[src/rtl/arbiter_rr_lock_n.sv]
// arbiter_rr_lock_n
//   Flat N-way round-robin arbiter with a registered output stage and optional
//   packet locking. Merges N valid/ready streams onto one tagged output stream.
//
// Ports
//   clk                 rising-edge clock for all state
//   reset               asynchronous, active-high reset
//   in_valid[N]         per-channel request
//   in_data[N]          per-channel payload (DWIDTH bits)
//   in_last[N]          last beat of a packet (locks only when LOCK_ON_LAST=1)
//   in_ready[N]         per-channel accept, at most one high per cycle
//   out_valid           registered output valid
//   out_data            registered payload
//   out_last            registered in_last of the transferred beat
//   out_id              index of the channel that supplied out_data
//   out_ready           downstream accept
module arbiter_rr_lock_n #(
  parameter int DWIDTH       = 16,
  parameter int N            = 4,
  parameter int LOCK_ON_LAST = 1,
  parameter int IDW          = (N > 1) ? $clog2(N) : 1
) (
  input  logic              clk,
  input  logic              reset,
  input  logic              in_valid [N-1:0],
  input  logic [DWIDTH-1:0] in_data  [N-1:0],
  input  logic              in_last  [N-1:0],
  output logic              in_ready [N-1:0],
  output logic              out_valid,
  output logic [DWIDTH-1:0] out_data,
  output logic              out_last,
  output logic [IDW-1:0]    out_id,
  input  logic              out_ready
);

  localparam bit LOCK_EN = (LOCK_ON_LAST != 0);

  // Architectural state
  logic [IDW-1:0]    ptr_reg;
  logic              locked_reg;
  logic [IDW-1:0]    lock_id_reg;
  logic              out_valid_reg;
  logic [DWIDTH-1:0] out_data_reg;
  logic              out_last_reg;
  logic [IDW-1:0]    out_id_reg;

  // Arbitration signals
  logic              load_en;
  logic [N-1:0]      eligible;
  logic [N-1:0]      upper_mask;
  logic [N-1:0]      eligible_upper;
  logic              grant_found;
  logic [IDW-1:0]    grant_id;
  logic [DWIDTH-1:0] grant_data;
  logic              grant_last;
  logic              xfer;
  logic [IDW-1:0]    ptr_next;

  // Index of the lowest set bit of v (0 when v is empty; callers gate on |v).
  function automatic logic [IDW-1:0] lowest_idx(input logic [N-1:0] v);
    logic [IDW-1:0] idx;
    idx = '0;
    for (int k = N - 1; k >= 0; k--) begin
      if (v[k]) idx = IDW'(k);
    end
    return idx;
  endfunction

  // The output register can take a new beat when empty or being drained.
  assign load_en = !out_valid_reg || out_ready;

  generate
    for (genvar gi = 0; gi < N; gi++) begin : g_chan
      // While a packet is in flight only its owner may compete.
      assign eligible[gi]   = in_valid[gi] && (!locked_reg || (lock_id_reg == IDW'(gi)));
      // Channels at or above the pointer are searched first.
      assign upper_mask[gi] = (IDW'(gi) >= ptr_reg);
      assign in_ready[gi]   = !reset && load_en && grant_found && (grant_id == IDW'(gi));
    end
  endgenerate

  // Rotating priority: first eligible at or after ptr, otherwise wrap to the
  // lowest eligible index below ptr.
  assign eligible_upper = eligible & upper_mask;
  assign grant_found    = |eligible;
  assign grant_id       = (|eligible_upper) ? lowest_idx(eligible_upper) : lowest_idx(eligible);

  always_comb begin
    grant_data = '0;
    grant_last = 1'b0;
    for (int k = 0; k < N; k++) begin
      if (grant_id == IDW'(k)) begin
        grant_data = in_data[k];
        grant_last = in_last[k];
      end
    end
  end

  // Eligibility already implies in_valid, so a grant with load_en is a transfer.
  assign xfer     = grant_found && load_en;
  assign ptr_next = (grant_id == IDW'(N - 1)) ? '0 : grant_id + IDW'(1);

  always_ff @(posedge clk or posedge reset) begin
    if (reset) begin
      ptr_reg       <= '0;
      locked_reg    <= 1'b0;
      lock_id_reg   <= '0;
      out_valid_reg <= 1'b0;
      out_data_reg  <= '0;
      out_last_reg  <= 1'b0;
      out_id_reg    <= '0;
    end else if (load_en) begin
      // With nothing eligible the output bubbles; payload/id/last keep their values.
      out_valid_reg <= xfer;
      if (xfer) begin
        out_data_reg <= grant_data;
        out_last_reg <= grant_last;
        out_id_reg   <= grant_id;
        if (LOCK_EN && !grant_last) begin
          // Mid-packet: pin the grant, leave the pointer where it is.
          locked_reg  <= 1'b1;
          lock_id_reg <= grant_id;
        end else begin
          locked_reg <= 1'b0;
          ptr_reg    <= ptr_next;
        end
      end
    end
  end

  assign out_valid = out_valid_reg;
  assign out_data  = out_data_reg;
  assign out_last  = out_last_reg;
  assign out_id    = out_id_reg;

endmodule

[config.mk]
export PLATFORM = sky130hd
export DESIGN_NAME = arbiter_rr_lock_n
export DESIGN_NICKNAME = d
export VERILOG_FILES = /design/src/rtl/arbiter_rr_lock_n.sv
export SDC_FILE = /design/constraint.sdc
export NUM_CORES = 1
export LEC_CHECK = 0
export BUFFER_PORTS_ARGS = -buffer_cell sky130_fd_sc_hd__buf_2
export CAP_MARGIN = 40
export CORE_AREA = 2 2 48 84
export CTS_BUF_LIST = sky130_fd_sc_hd__clkbuf_2
export DETAILED_ROUTE_END_ITERATION = 8
export DIE_AREA = 0 0 50 86
export PLACE_DENSITY = 0.94
export SYNTH_ARGS = -nofsm -noshare
export SYNTH_HDL_FRONTEND = slang
export SYNTH_SLANG_ARGS = --single-unit
[constraint.sdc]
create_clock -name clk -period 4.2 [get_ports clk]
set_input_delay 0.63 -clock clk [delete_from_list [all_inputs] [get_ports clk]]
set_output_delay 0.63 -clock clk [all_outputs]
set_load 0.02 [all_outputs]
==> impl_metrics.tcl <==
set metrics [dict create \
    seq_area_frac_synth_pct 36.7 \
    cts_buffers 3 \
    post_cts_buffers 0 \
    clock_path_buffers 2 \
    status "finished, final reports clean" \
    grtUsageTotal_pct 23.8 \
    viasPerCell 5.33 \
    setup_violations 0 \
    p_comb_share_pct 70.1 \
    grtUsageMet1_pct 25.5 \
    p_leak_nw 1.11 \
    use_met2_pct 45.3 \
    ys_types 34 \
    clock_latency_ns 0.35 \
    rr_startpoint "lock_id_reg[1]" \
    dieArea_mm2 0.00430 \
    period_minus_slack_ns 3.50 \
    antenna_found_initial 0 \
    fin_skew_ns 0.0156 \
    finalSetupTns_ns 0 \
    ys_ff_latch 25 \
    rsz0062_at_grt "no" \
    drc 0 \
    rows 29 \
    portBuffers 98 \
    dr_total_vias 1792 \
    layout_commonest_cell "buf_2" \
    end_kind "flop" \
    cts_tree "yes" \
    drtIter0Drc 39 \
    synth_cells 201 \
    critical_path_class "flop to flop" \
    diodes 0 \
    power.density_mw_per_mm2 831 \
    clockPowerShare_pct 5.1 \
    htreeDepth 1 \
    p_seq_share_pct 24.8 \
    peakVddDrop_v 0.000435 \
    start_kind "flop" \
    required_ns 4.45 \
    worst_slack_ns 0.699 \
    avgSynthCellArea_um2 8.49 \
    syn_nets 280 \
    largest_reg_flops 16 \
    nets 370 \
    slew_headroom_pct 54.9 \
    grt_max_degree 36 \
    grt_busiest_layer "met2" \
    wl_per_cell_um 15.0 \
    crit_start "lock_id_reg[1]" \
    ioPinCount 99 \
    drive_above_1_share_pct 39.7 \
    grt_pass1_wl_um 7820 \
    grt_pass1_vias 1755 \
    postCtsHoldBufs 0 \
    met3_usage_pct 3.66 \
    ys_warn_count 0 \
    hold_path.class "input port to async pin" \
    final_cell_mix "buf_2, a21oi_1, dfrtp_1" \
    async_flop_share_pct 100 \
    crit_arrival_ns 3.76 \
    cts.sinks 25 \
    die_x_um 50 \
    fmax_mhz 286 \
    synth_edf_count 0 \
    first_pass_iters 5 \
    place_ws_ns 0.738 \
    cts_repair_resize_count 0 \
    tightest_slew_ns 0.677 \
    drtAntennaViolNets 0 \
    overflow 0 \
    timing.final.hold_violations 0 \
    start_util_pct 47.5 \
    power.switching_uw 944 \
    ys.flop_type "dfrtp_1" \
    clk_pin_slew_ns 0.25 \
    crit_fanout 20 \
    swShare_pct 50.8 \
    fillerInstances 326 \
    synthToLayoutAreaGrowth_pct 30.9 \
    core_mm2 0.00359 \
    die_y_um 86 \
    period_share_pct 83.4 \
    globalplace.congestion 0.879 \
    netlist_area_mm2 0.00171 \
    p_int_uw 913 \
    timing.max_cap.violations 0 \
    dp_hpwl_um 4040 \
    routed_wl_um 5040 \
    finalMaxSlewViolations 0 \
    cts-root-buf "clkbuf_2" \
]
logic make-up after synthesis:
group                      share of synthesized area [%]
AOI/OAI and AO/OA                                   29.5
DFF                                                 36.7
buffers and inverters                               7.18
adders and majority gates                           2.93
and+or+nand+nor                                     19.9
muxes                                               3.81
power by group through the flow:
stage               logic, mW  registers (mW)  clock network, mW
floorplan               0.864           0.556                  0
global placement         1.27           0.460                  0
detailed placement       1.30           0.465                  0
CTS                      1.31           0.460             0.0989
global route             1.43           0.477              0.112
finish                   1.30           0.461             0.0954
critical path, stage by stage, from the launching register on:
cell      delay, ns
dfrtp_1        0.51
o21a_1         0.24
nand2b_4       0.17
a221oi_1       0.34
a211oi_2       0.13
inv_1          0.10
ha_1           0.57
nor2b_1        0.10
buf_4          0.21
a221o_1        0.30
a22oi_1        0.22
nand2b_1       0.19
mux2_1         0.34
path summary, 6_finish.rpt:
path / end / slack [ns] / cells past startpoint
worst min-delay path: out_data[1] / 0.27 / 2
worst max register to register: ptr_reg[1] / 0.70 / 12
worst min register to register: out_last / 0.54 / 1
min in group clk: out_valid / 0.49 / 2
worst max-delay path: ptr_reg[1] / 0.70 / 12
max in group asynchronous: ptr_reg[1] / 3.33 / 3
Yosys cell counts, types with 5 or more instances:
cell | number | area, um2
nor2b_1 | 18 | 113
nor3_1 | 15 | 75.1
a21oi_1 | 35 | 175
nand2_1 | 6 | 22.5
nor2_1 | 17 | 63.8
a221oi_1 | 16 | 140
dfrtp_1 | 25 | 626
inv_1 | 11 | 41.3
clkbuf_1 | 11 | 41.3
buf_2 | 5 | 25.0
through the flow:
stage	util, %	hold slack [ns]	instance area [um2]	std cells	total power [mW]
floorplan	-	0.525	1710	201	1.42
global placement	61.5	0.487	2210	332	1.73
detailed placement	61.5	0.497	2210	332	1.77
CTS	62.2	0.279	2230	336	1.87
global route	62.2	0.291	2230	336	2.02
finish	62.2	0.274	2230	336	1.86
final cells by class:
class	instances	area, um2	share of cell area [%]
Multi-Input combinational cell	147	958	42.9
Sequential cell	25	626	28.0
Timing Repair Buffer	103	528	23.6
Tap cell	46	57.6	2.58
Inverter	11	41.3	1.85
Clock buffer	3	15.0	0.672
Clock inverter	1	7.51	0.336
layer usage:
| metal | vias to the layer above | wire length (um) |
|---|---|---|
| met5 | - | 0 |
| li1 | 904 | - |
| met1 | 812 | 1900 |
| met3 | 10 | 233 |
| met4 | 0 | 90 |
| met2 | 66 | 2820 |
Power figures use the tool's default switching activity.
